[config.mk]
export PLATFORM = sky130hd
export DESIGN_NAME = wishbone_arbiter_2x1_flat
export DESIGN_NICKNAME = d
export VERILOG_FILES = /design/src/rtl/wishbone_arbiter_2x1_if.sv /design/src/rtl/wishbone_arbiter_2x1.sv /design/src/flat_wrapper.sv
export SDC_FILE = /design/constraint.sdc
export NUM_CORES = 1
export LEC_CHECK = 0
export BUFFER_PORTS_ARGS = -buffer_cell sky130_fd_sc_hd__buf_2
export CORE_AREA = 2 2 125 127
export DETAILED_ROUTE_END_ITERATION = 16
export DIE_AREA = 0 0 127 129
export GPL_TIMING_DRIVEN = 0
export SLEW_MARGIN = 40
export SYNTH_ARGS = -nofsm -noshare
export SYNTH_HDL_FRONTEND = slang
export SYNTH_SLANG_ARGS = --single-unit
export TNS_END_PERCENT = 20
[constraint.sdc]
create_clock -name clk -period 5.9 [get_ports clk]
set_clock_uncertainty 0.05 [all_clocks]
set_input_delay 0.295 -clock clk [delete_from_list [all_inputs] [get_ports clk]]
set_output_delay 0.295 -clock clk [all_outputs]
set_load 0.005 [all_outputs]
[src/rtl/wishbone_arbiter_2x1_if.sv]
// ============================================================================
// Module  : wishbone_interface
// Brief   : Classic Wishbone B4 bus bundle with master/slave views.
// Rev     : 1.0 - initial release
// ============================================================================
`default_nettype none

interface wishbone_interface;
   logic        cyc;
   logic        stb;
   logic        we;
   logic [31:0] adr;
   logic [3:0]  sel;
   logic [31:0] dat_mosi;
   logic [31:0] dat_miso;
   logic        ack;
   logic        err;

   modport master (
      output cyc, stb, we, adr, sel, dat_mosi,
      input  dat_miso, ack, err
   );

   modport slave (
      input  cyc, stb, we, adr, sel, dat_mosi,
      output dat_miso, ack, err
   );
endinterface

`default_nettype wire

[src/rtl/wishbone_arbiter_2x1.sv]
// ============================================================================
// Module  : wishbone_arbiter_2x1
// Brief   : Two-master round-robin Wishbone arbiter with per-transfer timeout.
// Rev     : 1.0 - initial release
// ============================================================================
`default_nettype none

module wishbone_arbiter_2x1 #(
   parameter int unsigned TIMEOUT = 255
) (
   input  logic              clk,
   input  logic              rst,
   wishbone_interface.slave  m0,
   wishbone_interface.slave  m1,
   wishbone_interface.master s,
   output logic [1:0]        grant
);

   typedef enum logic [0:0] {
      ST_IDLE = 1'b0,
      ST_BUSY = 1'b1
   } state_t;

   localparam logic [31:0] c_TIMEOUT = 32'(TIMEOUT);
   localparam logic [31:0] c_CNT_MAX = '1;

   state_t      r_state;
   state_t      w_state_nxt;
   logic        r_owner;
   logic        w_owner_nxt;
   logic        r_last;
   logic        w_last_nxt;
   logic [31:0] r_wait_cnt;
   logic [31:0] w_wait_cnt_nxt;

   logic        w_busy;
   logic        w_own_cyc;
   logic        w_own_stb;
   logic        w_fwd;
   logic        w_to_hit;
   logic        w_ack;
   logic        w_err;

   always_ff @(posedge clk) begin
      if (rst) begin
         r_state    <= ST_IDLE;
         r_owner    <= 1'b0;
         r_last     <= 1'b1;
         r_wait_cnt <= '0;
      end else begin
         r_state    <= w_state_nxt;
         r_owner    <= w_owner_nxt;
         r_last     <= w_last_nxt;
         r_wait_cnt <= w_wait_cnt_nxt;
      end
   end

   // Outputs are also masked while rst is high so nothing leaks in the reset cycle.
   assign w_busy    = (r_state == ST_BUSY) && !rst;
   assign w_own_cyc = r_owner ? m1.cyc : m0.cyc;
   assign w_own_stb = r_owner ? m1.stb : m0.stb;
   assign w_to_hit  = (c_TIMEOUT != 32'd0) && w_busy && (r_wait_cnt == c_TIMEOUT);
   assign w_fwd     = w_busy && w_own_cyc;

   always_comb begin
      w_state_nxt    = r_state;
      w_owner_nxt    = r_owner;
      w_last_nxt     = r_last;
      w_wait_cnt_nxt = '0;
      case (r_state)
         ST_IDLE: begin
            if (m0.cyc || m1.cyc) begin
               w_state_nxt = ST_BUSY;
               if (m0.cyc && m1.cyc) begin
                  w_owner_nxt = ~r_last;
               end else begin
                  w_owner_nxt = m1.cyc;
               end
               w_last_nxt = w_owner_nxt;
            end
         end
         ST_BUSY: begin
            if (!w_own_cyc) begin
               w_state_nxt = ST_IDLE;
            end else if (w_own_stb && !s.ack && !s.err && !w_to_hit) begin
               w_wait_cnt_nxt = (r_wait_cnt == c_CNT_MAX) ? r_wait_cnt : r_wait_cnt + 32'd1;
            end
         end
         default: begin
            w_state_nxt = ST_IDLE;
         end
      endcase
   end

   // A timeout cycle drops cyc/stb from the slave's view; a coincident ack still wins.
   assign s.cyc      = w_fwd && !w_to_hit;
   assign s.stb      = w_fwd && w_own_stb && !w_to_hit;
   assign s.we       = w_busy && (r_owner ? m1.we : m0.we);
   assign s.adr      = w_busy ? (r_owner ? m1.adr : m0.adr) : 32'd0;
   assign s.sel      = w_busy ? (r_owner ? m1.sel : m0.sel) : 4'd0;
   assign s.dat_mosi = w_busy ? (r_owner ? m1.dat_mosi : m0.dat_mosi) : 32'd0;

   assign w_ack = w_fwd && s.ack;
   assign w_err = w_fwd && (s.err || (w_to_hit && !s.ack));

   assign m0.ack      = w_ack && !r_owner;
   assign m0.err      = w_err && !r_owner;
   assign m0.dat_miso = (w_fwd && !r_owner) ? s.dat_miso : 32'd0;
   assign m1.ack      = w_ack && r_owner;
   assign m1.err      = w_err && r_owner;
   assign m1.dat_miso = (w_fwd && r_owner) ? s.dat_miso : 32'd0;

   assign grant = w_busy ? (r_owner ? 2'b10 : 2'b01) : 2'b00;

endmodule

`default_nettype wire
[src/flat_wrapper.sv]
// flat-port wrapper written by rule: the top's interface ports become plain ports
module wishbone_arbiter_2x1_flat 
#(
   parameter int unsigned TIMEOUT = 255
)
  (clk, rst, grant, m0_cyc, m0_stb, m0_we, m0_adr, m0_sel, m0_dat_mosi, m0_dat_miso, m0_ack, m0_err, m1_cyc, m1_stb, m1_we, m1_adr, m1_sel, m1_dat_mosi, m1_dat_miso, m1_ack, m1_err, s_cyc, s_stb, s_we, s_adr, s_sel, s_dat_mosi, s_dat_miso, s_ack, s_err);
  wishbone_interface m0_i ();
  wishbone_interface m1_i ();
  wishbone_interface s_i ();
  input  logic clk;
  input  logic rst;
  output logic [1:0] grant;
  input wire logic [$bits(m0_i.cyc)-1:0] m0_cyc;
  input wire logic [$bits(m0_i.stb)-1:0] m0_stb;
  input wire logic [$bits(m0_i.we)-1:0] m0_we;
  input wire logic [$bits(m0_i.adr)-1:0] m0_adr;
  input wire logic [$bits(m0_i.sel)-1:0] m0_sel;
  input wire logic [$bits(m0_i.dat_mosi)-1:0] m0_dat_mosi;
  output wire logic [$bits(m0_i.dat_miso)-1:0] m0_dat_miso;
  output wire logic [$bits(m0_i.ack)-1:0] m0_ack;
  output wire logic [$bits(m0_i.err)-1:0] m0_err;
  input wire logic [$bits(m1_i.cyc)-1:0] m1_cyc;
  input wire logic [$bits(m1_i.stb)-1:0] m1_stb;
  input wire logic [$bits(m1_i.we)-1:0] m1_we;
  input wire logic [$bits(m1_i.adr)-1:0] m1_adr;
  input wire logic [$bits(m1_i.sel)-1:0] m1_sel;
  input wire logic [$bits(m1_i.dat_mosi)-1:0] m1_dat_mosi;
  output wire logic [$bits(m1_i.dat_miso)-1:0] m1_dat_miso;
  output wire logic [$bits(m1_i.ack)-1:0] m1_ack;
  output wire logic [$bits(m1_i.err)-1:0] m1_err;
  output wire logic [$bits(s_i.cyc)-1:0] s_cyc;
  output wire logic [$bits(s_i.stb)-1:0] s_stb;
  output wire logic [$bits(s_i.we)-1:0] s_we;
  output wire logic [$bits(s_i.adr)-1:0] s_adr;
  output wire logic [$bits(s_i.sel)-1:0] s_sel;
  output wire logic [$bits(s_i.dat_mosi)-1:0] s_dat_mosi;
  input wire logic [$bits(s_i.dat_miso)-1:0] s_dat_miso;
  input wire logic [$bits(s_i.ack)-1:0] s_ack;
  input wire logic [$bits(s_i.err)-1:0] s_err;
  assign m0_i.cyc = m0_cyc;
  assign m0_i.stb = m0_stb;
  assign m0_i.we = m0_we;
  assign m0_i.adr = m0_adr;
  assign m0_i.sel = m0_sel;
  assign m0_i.dat_mosi = m0_dat_mosi;
  assign m0_dat_miso = m0_i.dat_miso;
  assign m0_ack = m0_i.ack;
  assign m0_err = m0_i.err;
  assign m1_i.cyc = m1_cyc;
  assign m1_i.stb = m1_stb;
  assign m1_i.we = m1_we;
  assign m1_i.adr = m1_adr;
  assign m1_i.sel = m1_sel;
  assign m1_i.dat_mosi = m1_dat_mosi;
  assign m1_dat_miso = m1_i.dat_miso;
  assign m1_ack = m1_i.ack;
  assign m1_err = m1_i.err;
  assign s_cyc = s_i.cyc;
  assign s_stb = s_i.stb;
  assign s_we = s_i.we;
  assign s_adr = s_i.adr;
  assign s_sel = s_i.sel;
  assign s_dat_mosi = s_i.dat_mosi;
  assign s_i.dat_miso = s_dat_miso;
  assign s_i.ack = s_ack;
  assign s_i.err = s_err;
  wishbone_arbiter_2x1 #(.TIMEOUT(TIMEOUT)) u_core (.clk(clk), .rst(rst), .m0(m0_i), .m1(m1_i), .s(s_i), .grant(grant));
endmodule
==> key figures, run 1 <==
Place
  • Gpl congestion: 1.03
  • DPL Wire Length: 18400 microns
  • Pre-CTS setup slack: 3110 ps
  • DP Area: 0.00519 sq mm
  • Buffers added on ports: 318

Floorplan
  • Die area: 0.0164 sq mm
  • Die span in x: 127 microns
  • FP Rows: 45
  • Initial Utilization: 0.225
  • Die Height: 129 microns
  • I/O pin count: 319
  • Core ar.: 0.0150 sq mm

Timing
  • RSZ-0062 raised after global routing: false
  • Max-slew headroom: 0.442
  • Crit path time final: 3080 ps
  • Max-slew violations: 0
  • Final setup viols: 0
  • Fin. Hold Viols: 0
  • Slew @ Worst Pin: 830 ps
  • Final Worst Setup Slack: 2820 ps
  • Tcrit/Tclk final: 0.523
  • Post-route setup TNS: 0 ps
  • F_max: 324 MHz

GRT
  • Largest net degree at the start of global routing: 13
  • Total gr overflow: 0
  • First-pass GRT wire length: 27800 microns
  • Vias in the first global route: 4188
  • Total track usage: 0.237
  • Initial antenna violation count: 1

Outcome
  • Status: finished, final reports clean

Cells and area
  • Multi-input gate area: 0.00252 sq mm
  • Finished Cell Area: 0.00539 sq mm
  • Nets: 972
  • Fill count: 1666
  • Diode count: 0
  • Layout cell share with drive strength beyond 1: 0.433
  • Fin util: 0.360
  • Synth-to-Final Area Change: 60.3%
  • FF/Latch Area: 701 sq um

Logic synthesis
  • Yosys reg bits: 35
  • Area fraction of the dominant cell type after synthesis: 0.211
  • Seq/Total Area, Yosys: 0.208
  • Top cell type by total area after synthesis: mux2i_1
  • Synth cell count leaders: nor2_1 (96), mux2i_1 (71), and3_1 (37)
  • Synth cell types: 44
  • EDFF count, synth: 0
  • Synth Area per Inst: 7.19 sq um
  • Netlist Area Pre-Place: 0.00336 sq mm
  • Synth warn: 0
  • Most common cell in the netlist: nor2_1
  • Top cells by area, synth: mux2i_1 (21%), dfxtp_1 (21%), nor2_1 (11%)
  • Synth Flop Type: dfxtp_1
  • FFs w/ async S/R, synth: 0
  • Syn nets: 647
  • Mapped Cells: 468

Setup path
  • Worst setup path end: s_dat_mosi[17]
  • Worst EP required: 5560 ps
  • FF-to-FF setup slack: 3250 ps
  • Reg2reg end: u_core.r_wait_cnt[30]
  • Worst-path fanout max: 10
  • Worst Setup SP: u_core.r_owner
  • Crit end category: output pin
  • Worst setup SP type: flip-flop
  • R2R depth: 8
  • Path type of the worst setup path: flip-flop to output pin
  • Arr. time, crit path: 2740 ps
  • Critical R2R Launch: u_core.r_wait_cnt[0]

Detailed routing
  • Routed wire length: 21100 microns
  • DR pass1 iterations: 5
  • Avg Vias per Cell: 4.87
  • Routed met3 length: 2580 microns
  • Via count: 4781
  • Remaining DRCs: 0
  • Final ANT Viol Nets: 0
  • WL met1: 8490 microns
  • Wire per inst: 21.4 microns
  • Max Used Layer: met4
  • DR WL met2: 9760 microns
  • Detailed Route Iter0 Violations: 464

Power
  • Maximum vdd ir drop: 139 uV
  • Flop pwr share: 0.293
  • Total power: 817 uW
  • Sw frac: 0.287
  • Gate power share: 0.282
  • Power Dens Cells: 151 mW/mm^2
  • P_sw: 234 uW
  • Clock power frac: 0.425
  • Cell Int Power: 583 uW
  • Leak: 0.00275 uW

CTS
  • Post-CTS Setup Inserts: 0
  • Root Driver: clkbuf_16
  • Htree depth: 2
  • Clock Sinks: 35
  • Clock Tree Buf Depth: 2
  • CTS Hold Bufs: 0
  • Clock-pin slew on the worst setup and hold paths: 60 ps
  • PostCTS Resize Cnt: 0
  • Clock latency on the worst-skew pair: 290 ps
  • CTS buffer count: 5
  • CTS tree: built

Run
  • Max-cap viol count: 0

Hold path
  • Min-Delay Path Class: input port to flip-flop
[state kept, by name (all words and copies together), names as in the netlist]
signal	flops
u_core.r_wait_cnt	32
u_core.r_owner	1
u_core.r_last	1
u_core.r_state	1
[kinds of logic after synthesis]
| kind of cell | Yosys count | share of synthesized area |
|---|---|---|
| AOI/OAI and AO/OA | 45 | 0.0804 |
| adders and majority gates | 1 | 0.00372 |
| xor gates and xnor gates | 13 | 0.0339 |
| muxes | 72 | 0.215 |
| buffers and inverters | 38 | 0.0443 |
| and+or+nand+nor | 264 | 0.415 |
| DFF | 35 | 0.208 |
[worst max-delay path, stage by stage (launching register included)]
cell and delay (ps):
dfxtp_1 300, clkbuf_1 190, clkbuf_1 470, buf_1 640, mux2i_1 550, nor2_1 130
buf_2 160
[layer usage]
layer,GRT usage,vias to the layer above
li1,-,2304
met1,0.311,2180
met2,0.380,286
met3,0.0840,11
met4,0.0459,0
met5,0,-
[power groups by stage]
stage          clock, uW  sequential [uW]  combinational, uW
2_1_floorplan          0              244               89.0
3_3_place_gp           0              244                229
3_5_place_dp           0              245                229
4_1_cts              352              239                229
5_1_grt              364              240                246
6_report             347              239                230
[placed cells by master (no fill, tap or decap), drive strengths merged, types with 3 or more instances in the layout]
master,count
a211oi,5
a21oi,15
a31oi,6
and2,37
and3,38
and4,4
buf,330
clkbuf,28
dfxtp,35
inv,3
mux2i,71
nand2,18
nand2b,4
nand3,11
nand4,14
nor2,96
nor2b,3
nor3,12
nor4,12
o21ai,11
or2,4
or3,7
xnor2,5
xor2,8
[how the worst min path moves through the flow]
stage,from,end,slack [ps],cells past startpoint
floorplan,rst,u_core.r_owner,320,1
global placement,u_core.r_last,u_core.r_last,420,1
detailed placement,u_core.r_last,u_core.r_last,430,1
CTS,rst,u_core.r_owner,190,2
global route,rst,u_core.r_owner,190,2
finish,rst,u_core.r_owner,190,2
[cell type report]
class	instances	share of cell area
Multi-Input combinational cell	395	0.468
Sequential cell	35	0.130
Tap cell	188	0.0436
Buffer	35	0.0255
Timing Repair Buffer	318	0.295
Clock inverter	3	0.0125
Inverter	3	0.00209
Clock buffer	5	0.0232
[per-stage QoR]
stage	hold WS [ps]	instances
2_1_floorplan	317	468
3_3_place_gp	419	974
3_5_place_dp	430	974
4_1_cts	186	982
5_1_grt	189	982
6_report	193	982
No activity file was read; power rests on OpenSTA's default activity.
==> inputs of run 2 (changes only) <==
- ABC_AREA: default -> 1
- CORE_AREA: 2 2 125 127 -> 2 2 124 126
- DIE_AREA: 0 0 127 129 -> 0 0 126 128
- clock period: 5.9 -> 2.5 ns (I/O delays scaled with it)
==> run 2 against run 1 <==
Compared with the run above:
- setup slack got worse by 2600 ps
- synthesized area fell by 3.1%
- sequential power up 140%
- combinational power up 100%
- core utilization is 0.75 points lower
- register-to-register slack worse by 2700 ps
- routed wire length down 11%
- highest routed layer is now met5
==> key figures, run 2 <==
GRT
  • Largest net degree at the start of global routing: 11
  • Initial antenna violation count: 3
  • Grt met3 use: 0.0960
  • Met2 usage: 0.372
  • Vias in the first global route: 4512
  • Total track usage: 0.217
  • GR Layer Usage met1: 0.235
  • First-pass GRT wire length: 26400 microns
  • Total gr overflow: 0
  • GR peak layer: met2

Hold path
  • Min-Delay Path Class: input port to flip-flop

Floorplan
  • Die Height: 128 microns
  • Die span in x: 126 microns
  • Core ar.: 0.0149 sq mm
  • Die area: 0.0161 sq mm
  • FP Rows: 45
  • Initial Utilization: 0.219
  • I/O pin count: 319

Logic synthesis
  • Yosys reg bits: 35
  • Syn nets: 723
  • Most common cell in the netlist: nor2_1
  • Mapped Cells: 544
  • FFs w/ async S/R, synth: 0
  • Synth Flop Type: dfxtp_1
  • Seq/Total Area, Yosys: 0.215
  • Area fraction of the dominant cell type after synthesis: 0.215
  • Synth cell types: 26
  • Synth warn: 0
  • Top cell type by total area after synthesis: dfxtp_1
  • Top cells by area, synth: dfxtp_1 (21%), nor2_1 (19%), a22o_1 (19%)
  • Synth cell count leaders: nor2_1 (163), nand2_1 (120), a22o_1 (69)
  • Synth Area per Inst: 5.99 sq um
  • Netlist Area Pre-Place: 0.00326 sq mm
  • EDFF count, synth: 0

Setup path
  • Largest stage delay on the critical path: 400 ps
  • Crit end category: output pin
  • Critical Path, Cell by Cell: nand2_1 > nor2_2 > nand2_1 > clkbuf_1 > nor2_1 > buf_2
  • Delay-heaviest family, CP: simple AND/OR/NAND/NOR gates
  • Reg2reg end: u_core.r_wait_cnt[6]
  • Worst setup SP type: flip-flop
  • Worst setup path end: m0_dat_miso[23]
  • Arr. time, crit path: 2100 ps
  • Most used cell, CP: nand2_1
  • Critical path's slowest cell: nor2_2
  • Path type of the worst setup path: flip-flop to output pin
  • Crit path buffers/inverters: 2
  • Critical R2R Launch: u_core.r_wait_cnt[0]
  • Worst-path fanout max: 10
  • Worst EP required: 2330 ps
  • R2R depth: 9
  • WP depth: 6
  • Worst Setup SP: u_core.r_state
  • FF-to-FF setup slack: 600 ps

Power
  • Flop pwr share: 0.348
  • Maximum vdd ir drop: 244 uV
  • Clock power frac: 0.368
  • Sw frac: 0.289
  • Cell Int Power: 1160 uW
  • Leak: 0.00295 uW
  • Gate power share: 0.284
  • Power Dens Cells: 311 mW/mm^2
  • P_sw: 470 uW

Detailed routing
  • Final ANT Viol Nets: 0
  • Wire per inst: 17.7 microns
  • Detailed Route Iter0 Violations: 328
  • Remaining DRCs: 0
  • Avg Vias per Cell: 4.55
  • Via count: 4828
  • DR pass1 iterations: 4
  • Routed wire length: 18700 microns

CTS
  • Clock latency on the worst-skew pair: 280 ps
  • Post-CTS Setup Inserts: 0
  • Root Driver: clkbuf_16
  • CTS buffer count: 5
  • CTS tree: built
  • Clock Tree Buf Depth: 2
  • Clock-pin slew on the worst setup and hold paths: 50 ps
  • Htree depth: 2
  • Clock Sinks: 35

Cells and area
  • Fill count: 1669
  • Most common cell after layout, fill and taps aside: buf_2
  • Most frequent cells in the layout: buf_2 (322), nor2_1 (162), nand2_1 (120)
  • Most flop-heavy register: u_core.r_wait_cnt
  • Number of flip-flops in the largest register: 32
  • Nets: 1049
  • Synth-to-Final Area Change: 60.7%
  • Finished Cell Area: 0.00524 sq mm
  • Layout cell share with drive strength beyond 1: 0.418

Timing
  • Max-slew headroom: 0.621
  • Max-slew violations: 0
  • F_max: 439 MHz
  • RSZ-0062 raised after global routing: false
  • Tcrit/Tclk final: 0.912
  • Fin. Hold Viols: 0
  • Post-route setup TNS: 0 ps
  • Slew @ Worst Pin: 569 ps
  • Final setup viols: 0
  • Crit path time final: 2280 ps

Outcome
  • Status: finished, final reports clean

Place
  • Buffers added on ports: 318
  • Gpl congestion: 0.945
  • DPL Wire Length: 16500 microns
  • DP Area: 0.00509 sq mm

Run
  • Max-cap viol count: 0
run 2: metal layers:
layer	wire [microns]	vias up
met5	25	-
met4	798	4
met3	2220	29
met2	8820	255
met1	6860	2140
li1	-	2400
run 2: metrics by stage:
stage          worst slack, ps  total power (uW)  hold WS [ps]   util  std cells
2_1_floorplan              887               741           144      -        544
6_report                   220              1630          19.6  0.353       1060
3_3_place_gp               352              1040           264  0.342       1050
3_5_place_dp               330              1040           261  0.342       1050
5_1_grt                   68.9              1710          36.1  0.352       1059
4_1_cts                   26.9              1640          13.2  0.352       1059
run 2: final cells by class:
type / instances / area [sq um] / area share
diodes: 1 / 2.50 / 0.000478
flip-flops and latches: 35 / 701 / 0.134
repair buffers: 319 / 1600 / 0.306
well taps: 188 / 235 / 0.0449
multi-input cells: 431 / 2230 / 0.425
clock inverters: 1 / 5.00 / 0.000955
plain buffers: 26 / 136 / 0.0260
clock buffers: 7 / 133 / 0.0253
inverters: 52 / 200 / 0.0382
run 2: worst min-delay path by stage:
stage	end	depth (start not counted)	slack (ps)	from
floorplan	u_core.r_owner	1	140	rst
global placement	u_core.r_owner	2	260	rst
detailed placement	u_core.r_owner	2	260	rst
CTS	u_core.r_state	2	10	rst
global route	u_core.r_state	2	40	rst
finish	u_core.r_state	2	20	rst
run 2: cells by family after synthesis:
family                   Yosys count  synth area share
AND/OR/NAND/NOR                  334             0.434
AO/OA/AOI/OAI                     81             0.204
buffers and inverters             78             0.103
flip-flops                        35             0.215
XOR/XNOR                          15            0.0403
adder cells (fa/ha/maj)            1           0.00384
run 2: power groups by stage:
stage / Sequential [uW] / Clock (uW) / Combinational [uW]
3_5_place_dp: 578 / 0 / 463
2_1_floorplan: 578 / 0 / 163
6_report: 566 / 598 / 463
5_1_grt: 566 / 637 / 506
3_3_place_gp: 578 / 0 / 461
4_1_cts: 566 / 610 / 466
run 2: repair_timing:
| item | CTS | global route |
|---|---|---|
| hold endpoints to repair | 1 | 0 |
| hold buffers | 1 | 0 |
| endpoints found under the setup margin | 0 | 30 |
| gates resized for setup | 0 | 1 |
